## config.mk

```make
export PLATFORM = sky130hd
export DESIGN_NAME = ldpc_iter_sched
export DESIGN_NICKNAME = d
export VERILOG_FILES = /design/src/rtl/ldpc_iter_sched.sv
export SDC_FILE = /design/constraint.sdc
export NUM_CORES = 1
export LEC_CHECK = 0
export ABC_AREA = 1
export ABC_CLOCK_PERIOD_IN_PS = 2250
export CORE_ASPECT_RATIO = 0.8
export CORE_MARGIN = 5
export CORE_UTILIZATION = 35
export DETAILED_ROUTE_END_ITERATION = 16
export PLACE_DENSITY = 0.64
export SLEW_MARGIN = 20
export SYNTH_ARGS = -nofsm -noshare
export SYNTH_HDL_FRONTEND = slang
export SYNTH_SLANG_ARGS = --single-unit
```

## constraint.sdc

```tcl
create_clock -name clk -period 2.25 [get_ports clk]
set_clock_uncertainty 0.2 [all_clocks]
set_input_delay 0.5625 -clock clk [delete_from_list [all_inputs] [get_ports clk]]
set_output_delay 0.5625 -clock clk [all_outputs]
set_load 0.05 [all_outputs]
```

## src/rtl/ldpc_iter_sched.sv

```systemverilog
// ldpc_iter_sched
// ---------------------------------------------------------------------------
// Iteration scheduler for the layered-flooding LDPC decoder core. It steps the
// shared VNU array and CNU array through alternating variable-node and
// check-node phases, issuing one column/row group per cycle. It produces the
// message-RAM read/write addresses and the pipeline enables for each phase.
// It ANDs together the per-group parity results. Decoding stops on a zero
// syndrome, or after MAX_ITER iterations.
//
// Ports
//   clk, rst      : clock; synchronous active-high reset
//   start         : begin a new frame (only looked at in IDLE)
//   vnu_en        : VNU array enable (issue + drain cycles)
//   vnu_rd_addr   : VNU group read address
//   vnu_first     : first VNU phase of the frame (X inputs forced to 0)
//   vnu_wr_valid  : VNU result valid for vnu_wr_addr
//   vnu_wr_addr   : VNU write-back address (issue address delayed VNU_LAT)
//   cnu_en        : CNU array enable (issue + drain cycles)
//   cnu_rd_addr   : CNU group read address
//   cnu_wr_valid  : CNU result valid for cnu_wr_addr
//   cnu_wr_addr   : CNU write-back address (issue address delayed CNU_LAT)
//   parity_ok     : group parity from the CNU, qualified by cnu_wr_valid
//   busy          : frame in progress
//   done          : one-cycle end-of-frame pulse
//   success       : zero syndrome reached (valid with done, held)
//   iter_count    : completed iterations (held after done)
// ---------------------------------------------------------------------------
`timescale 1ns/1ps
module ldpc_iter_sched #(
  parameter int G_V      = 4,
  parameter int G_C      = 3,
  parameter int VNU_LAT  = 2,
  parameter int CNU_LAT  = 1,
  parameter int MAX_ITER = 8,
  parameter int AW       = 4,
  parameter int IW       = 4
) (
  input  logic          clk,
  input  logic          rst,
  input  logic          start,
  output logic          vnu_en,
  output logic [AW-1:0] vnu_rd_addr,
  output logic          vnu_first,
  output logic          vnu_wr_valid,
  output logic [AW-1:0] vnu_wr_addr,
  output logic          cnu_en,
  output logic [AW-1:0] cnu_rd_addr,
  output logic          cnu_wr_valid,
  output logic [AW-1:0] cnu_wr_addr,
  input  logic          parity_ok,
  output logic          busy,
  output logic          done,
  output logic          success,
  output logic [IW-1:0] iter_count
);

  // The drain counter only has to cover the longer of the two pipelines.
  localparam int LMAX = (VNU_LAT > CNU_LAT) ? VNU_LAT : CNU_LAT;
  localparam int CW   = (LMAX > 1) ? $clog2(LMAX) : 1;

  typedef enum logic [2:0] {
    S_IDLE    = 3'd0,
    S_V_ISSUE = 3'd1,
    S_V_DRAIN = 3'd2,
    S_C_ISSUE = 3'd3,
    S_C_DRAIN = 3'd4,
    S_FIN     = 3'd5
  } state_t;

  state_t        state_q, state_d;
  logic [CW-1:0] cnt_q, cnt_d;
  logic [AW-1:0] vaddr_q, vaddr_d;
  logic [AW-1:0] caddr_q, caddr_d;
  logic          first_q, first_d;
  logic          acc_q, acc_d;
  logic [IW-1:0] iter_q, iter_d;
  logic          success_q, success_d;

  logic          v_issue, c_issue;
  logic          acc_now;
  logic [IW-1:0] iter_inc;

  // Write-back delay lines: stage 0 is fed by the issue strobe/address, and
  // the last stage drives the write-back outputs.
  logic [VNU_LAT-1:0] vv_q;
  logic [AW-1:0]      va_q [VNU_LAT];
  logic [CNU_LAT-1:0] cv_q;
  logic [AW-1:0]      ca_q [CNU_LAT];

  assign v_issue = (state_q == S_V_ISSUE);
  assign c_issue = (state_q == S_C_ISSUE);

  genvar gi;
  generate
    for (gi = 0; gi < VNU_LAT; gi++) begin : g_vdly
      if (gi == 0) begin : g_head
        always_ff @(posedge clk) begin
          if (rst) begin
            vv_q[gi] <= 1'b0;
            va_q[gi] <= '0;
          end else begin
            vv_q[gi] <= v_issue;
            va_q[gi] <= vaddr_q;
          end
        end
      end else begin : g_tail
        always_ff @(posedge clk) begin
          if (rst) begin
            vv_q[gi] <= 1'b0;
            va_q[gi] <= '0;
          end else begin
            vv_q[gi] <= vv_q[gi-1];
            va_q[gi] <= va_q[gi-1];
          end
        end
      end
    end

    for (gi = 0; gi < CNU_LAT; gi++) begin : g_cdly
      if (gi == 0) begin : g_head
        always_ff @(posedge clk) begin
          if (rst) begin
            cv_q[gi] <= 1'b0;
            ca_q[gi] <= '0;
          end else begin
            cv_q[gi] <= c_issue;
            ca_q[gi] <= caddr_q;
          end
        end
      end else begin : g_tail
        always_ff @(posedge clk) begin
          if (rst) begin
            cv_q[gi] <= 1'b0;
            ca_q[gi] <= '0;
          end else begin
            cv_q[gi] <= cv_q[gi-1];
            ca_q[gi] <= ca_q[gi-1];
          end
        end
      end
    end
  endgenerate

  assign vnu_wr_valid = vv_q[VNU_LAT-1];
  assign vnu_wr_addr  = va_q[VNU_LAT-1];
  assign cnu_wr_valid = cv_q[CNU_LAT-1];
  assign cnu_wr_addr  = ca_q[CNU_LAT-1];

  assign vnu_en      = v_issue | (state_q == S_V_DRAIN);
  assign vnu_rd_addr = vaddr_q;
  assign vnu_first   = v_issue & first_q;
  assign cnu_en      = c_issue | (state_q == S_C_DRAIN);
  assign cnu_rd_addr = caddr_q;
  assign busy        = (state_q != S_IDLE) && (state_q != S_FIN);
  assign done        = (state_q == S_FIN);
  assign success     = success_q;
  assign iter_count  = iter_q;

  // The accumulator already includes the current cycle's parity result. This
  // lets the final C_DRAIN decision see the last group's outcome.
  assign acc_now  = acc_q & (~cnu_wr_valid | parity_ok);
  assign iter_inc = iter_q + IW'(1);

  always_comb begin
    state_d   = state_q;
    cnt_d     = cnt_q;
    vaddr_d   = vaddr_q;
    caddr_d   = caddr_q;
    first_d   = first_q;
    acc_d     = acc_now;
    iter_d    = iter_q;
    success_d = success_q;

    unique case (state_q)
      S_IDLE: begin
        if (start) begin
          state_d   = S_V_ISSUE;
          vaddr_d   = '0;
          iter_d    = '0;
          success_d = 1'b0;
          first_d   = 1'b1;
        end
      end
      S_V_ISSUE: begin
        if (vaddr_q == AW'(G_V - 1)) begin
          state_d = S_V_DRAIN;
          cnt_d   = '0;
        end else begin
          vaddr_d = vaddr_q + AW'(1);
        end
      end
      S_V_DRAIN: begin
        if (cnt_q == CW'(VNU_LAT - 1)) begin
          state_d = S_C_ISSUE;
          caddr_d = '0;
          first_d = 1'b0;
          acc_d   = 1'b1;
        end else begin
          cnt_d = cnt_q + CW'(1);
        end
      end
      S_C_ISSUE: begin
        if (caddr_q == AW'(G_C - 1)) begin
          state_d = S_C_DRAIN;
          cnt_d   = '0;
        end else begin
          caddr_d = caddr_q + AW'(1);
        end
      end
      S_C_DRAIN: begin
        if (cnt_q == CW'(CNU_LAT - 1)) begin
          iter_d = iter_inc;
          if (acc_now) begin
            success_d = 1'b1;
            state_d   = S_FIN;
          end else if (iter_inc == IW'(MAX_ITER)) begin
            success_d = 1'b0;
            state_d   = S_FIN;
          end else begin
            state_d = S_V_ISSUE;
            vaddr_d = '0;
          end
        end else begin
          cnt_d = cnt_q + CW'(1);
        end
      end
      S_FIN: begin
        state_d = S_IDLE;
      end
      default: begin
        state_d = S_IDLE;
      end
    endcase
  end

  always_ff @(posedge clk) begin
    if (rst) begin
      state_q   <= S_IDLE;
      cnt_q     <= '0;
      vaddr_q   <= '0;
      caddr_q   <= '0;
      first_q   <= 1'b0;
      acc_q     <= 1'b0;
      iter_q    <= '0;
      success_q <= 1'b0;
    end else begin
      state_q   <= state_d;
      cnt_q     <= cnt_d;
      vaddr_q   <= vaddr_d;
      caddr_q   <= caddr_d;
      first_q   <= first_d;
      acc_q     <= acc_d;
      iter_q    <= iter_d;
      success_q <= success_d;
    end
  end

endmodule

```

==> impl.org, run 1 <==
** Yosys
- Area of the mapped netlist :: about 1500 µm²
- Netlist cell types :: 20
- Fraction of registers with async set or reset after synthesis :: 0%
- The synthesized design devotes to its leading area cell type ~46% of total area.
- Post-synthesis sequential element count :: 34
- Mean post-synth cell area :: 7.05 µm²
- The synthesized design contains 0 enable-type register cells.
- Among all flip-flop cells after synthesis, the most frequent one is sky130_fd_sc_hd__dfxtp_1.
- Gate count of the mapped netlist :: 209
- Syn nets :: 218
- Biggest area consumer among synthesized cells :: sky130_fd_sc_hd__dfxtp_1
- Sequential fraction of the synthesis area :: 46.2%
- Number of warning messages in the yosys log :: 0
- Yosys instantiated no cell more often than sky130_fd_sc_hd__nand2_1.
- Top cells by count, synth :: 43 x sky130_fd_sc_hd__nand2_1, 41 x sky130_fd_sc_hd__nor2_1, 34 x sky130_fd_sc_hd__dfxtp_1
- Top post-synthesis cells by area :: sky130_fd_sc_hd__dfxtp_1 46%, sky130_fd_sc_hd__nand2_1 11%, sky130_fd_sc_hd__nor2_1 10%

** Timing
- In this run the tightest slew margin relative to its limit is between 60% and 70%.
- Final Hold Fails :: 0
- Final slew viol count :: 0
- Measured slew at the worst slew-check pin :: between 0.5 and 0.6 ns
- Shortest period the worst path allows :: around 2.2 ns
- RSZ-0062 raised after global routing :: false
- Setup violations remaining at the end of the flow were counted as 0.
- Derived from the worst setup path, the maximum achievable clock frequency is between 0.4 and 0.5 GHz.
- Setup tns final :: 0 ns
- The worst path uses roughly 97% of the clock period.

** Critical path
- The slowest stage of the critical path belongs to the cell sky130_fd_sc_hd__clkdlybuf4s50_1.
- Worst path bufs/invs :: 1
- The largest single stage delay on the critical path is roughly 0.8 ns.
- Broken down by cell family, the worst path's largest delay share belongs to buffers and inverters.
- Type of element capturing the critical path :: output port
- At the worst endpoint, the required time is between 1 and 1.5 ns.
- The setup path with the least slack is of type register to output port.
- Walking the worst path, the cells encountered are clkdlybuf4s50_1.
- Startpoint class of the critical path :: register
- Worst-path maximum fanout :: 1
- Endpoint arrival time on the critical path :: 1.41 ns

** Floorplanning
- The floorplan step defined a core boundary enclosing roughly 4100 µm².
- Row generation in the floorplan step produced 21 rows.
- The die covers approximately 5600 µm².
- Measured along the y axis, the die boundary spans around 70 µm.
- Starting density of the core :: 35.7%
- The floorplan step set the die width to between 80 and 90 µm.
- 32 I/O pins were placed.

** Global route
- Maximum number of pins on one net before global-route repair :: 14
- First-pass GRT wire length :: 5160 µm
- Residual overflow from global routing :: 0
- Vias in the first global route :: roughly 1.2k
- Global routing used 12.2% of the available tracks across all layers.
- Number of antenna violations at the first check in global routing :: 0

** Layout
- Diode insertion count for antenna repair :: 0
- Post-route cell area :: just over 2000 µm²
- The finished layout holds 305 standard cells, fillers aside.
- In the final design database the tool counted 256 nets.
- Relative to the synthesized area, the layout overhead comes to 37.9%.
- Cells fill between 40% and 50% of the core in the end.
- Layout cells sized above 1 :: roughly 18%

** Placed design
- In this run the tool buffered the top-level ports with 31 buffer cells.
- Estimated wirelength of the detail-placed design :: ~2400 µm
- Once placement completed, the tool counted placed cells totaling 297.
- Placed cell areas :: 1880 µm²
- The congestion estimate from routability-driven global placement came to a little under 0.9.

** Route
- Drt via density :: around 4.5
- After detailed routing, the average wire length per cell comes to just over 10 µm.
- Post-detailed-route count of antenna-violating nets :: 0
- First-pass iteration count of the detailed router :: 4
- Sum of routed wire length over all layers :: roughly 3100 µm
- Detailed router's first-iteration violation count :: 62
- In the routed design, unresolved DRC markers number 0.
- The routed layout has about 1.4k vias.

** Pwr
- The analysis attributes to cell leakage a power of about 0.9 nW.
- IR analysis of the VDD net gives a maximum drop of around 820 µV.
- Overall power consumption after layout is estimated at approximately 2.6 mW.
- Dividing total power by cell area gives a power density of 1300 nW/µm².

** Run
- Max_cap viols :: 0

** Clocking
- Buffer type at the clock tree root :: sky130_fd_sc_hd__clkbuf_8
- Worst-skew pair later-pin latency :: 0.29 ns
- Clock buffers created by TritonCTS :: 5
- Clk slew on worst S/H paths :: 0.07 ns
- Once the clock tree was built, the setup fixing pass inserted 0 buffers.
- The clock passes through at most 2 buffers.
- CTS tree :: yes
- H-tree level count :: 2
- Clock tree synthesis found a total of 34 sinks.

** Outcome
- Status :: finished clean

** Worst hold path
- Class of the tightest hold or removal check :: register to register
[worst paths after layout]
kind | slack, ns | cells after the start | to | from
worst max-delay path | 0.08 | 1 | vnu_wr_valid | vnu_wr_valid
worst min-delay path | 0.20 | 2 | vnu_wr_valid | vv_q[0]
worst max register to register | 0.55 | 10 | vnu_rd_addr[3] | iter_count[0]
worst min register to register | 0.20 | 2 | vnu_wr_valid | vv_q[0]
[cell usage in the layout, fill, tap and decap left out, drive strengths merged]
cell type,Yosys,final
inv,32,32
clkbuf,3,5
o21ai,5,5
clkinv,0,1
nand2,45,45
clkdlybuf4s50,0,12
nor3,6,6
buf,0,22
o31ai,1,1
nor2,43,43
nand3,16,16
nand4,3,3
ha,5,5
a211oi,1,1
dfxtp,34,34
bufinv,0,2
a21oi,14,14
or2,1,1
[final cells by class]
class | count | area [µm²]
fill | 417 | 2090
sequential | 34 | 684
multi-input combinational | 140 | 672
timing repair buffer | 34 | 348
inverter | 32 | 120
tap | 57 | 71.3
clock buffer | 5 | 68.8
clock inverter | 3 | 68.8
[worst reg2reg max path: stages (launching register included)]
cell and delay [ns]:
sky130_fd_sc_hd__dfxtp_1 0.46, sky130_fd_sc_hd__ha_1 0.21, sky130_fd_sc_hd__inv_1 0.04, sky130_fd_sc_hd__nand2_1 0.05
sky130_fd_sc_hd__nand2_1 0.07, sky130_fd_sc_hd__nor2_1 0.12, sky130_fd_sc_hd__nand3_1 0.12, sky130_fd_sc_hd__nand2_1 0.10
sky130_fd_sc_hd__nor2_1 0.08, sky130_fd_sc_hd__nor2_1 0.10, sky130_fd_sc_hd__nor2_1 0.05
[per-layer routing]
metal,up-vias,global-route usage (%),wire (µm)
met5,-,0,0
met4,0,5.51,59
met3,8,3.68,178
met2,36,17.5,1210
met1,590,16.8,1680
li1,728,-,-
[through the flow]
step,setup WS [ns],hold WS (ns)
2_1_floorplan,0.0737,0.188
3_3_place_gp,0.192,0.192
3_5_place_dp,0.178,0.193
4_1_cts,0.00363,0.203
5_1_grt,0.0126,0.213
6_report,0.0768,0.202
[sequential cells by signal (all words and copies together), names as in the netlist]
signal,cells
cnt_q,1
vnu_rd_addr,4
cnu_rd_addr,4
ca_q,4
acc_q,1
iter_count,4
first_q,1
va_q,8
vnu_wr_valid,1
state_q,3
cnu_wr_valid,1
success,1
vv_q,1
[where the power goes]
part,switching (mW),internal [mW],total (mW)
clock,0.235,0.444,0.679
sequential,0.107,0.712,0.819
combinational,0.747,0.402,1.15
[cell families (layout without fill, tap and decap cells)]
group / count (synthesis) / after routing / share of synthesized area [%]
AO/OA/AOI/OAI: 21 / 21 / 7.73
AND/OR/NAND/NOR: 114 / 114 / 32.9
adder cells (fa/ha/maj): 5 / 5 / 4.24
buffers and inverters: 35 / 74 / 8.91
flip-flops: 34 / 34 / 46.2
[repair_timing]
action | CTS | global route
gates resized for setup | 2 | 4
endpoints found under the setup margin | 1 | 3
hold buffers | 0 | 0
(Power assumes the default switching activity.)
==> inputs of run 2 (changes only) <==
SLEW_MARGIN = 0   (was 20)
==> results of run 2 <==
The final DEF is identical to that of run 1; final timing and power are the same.
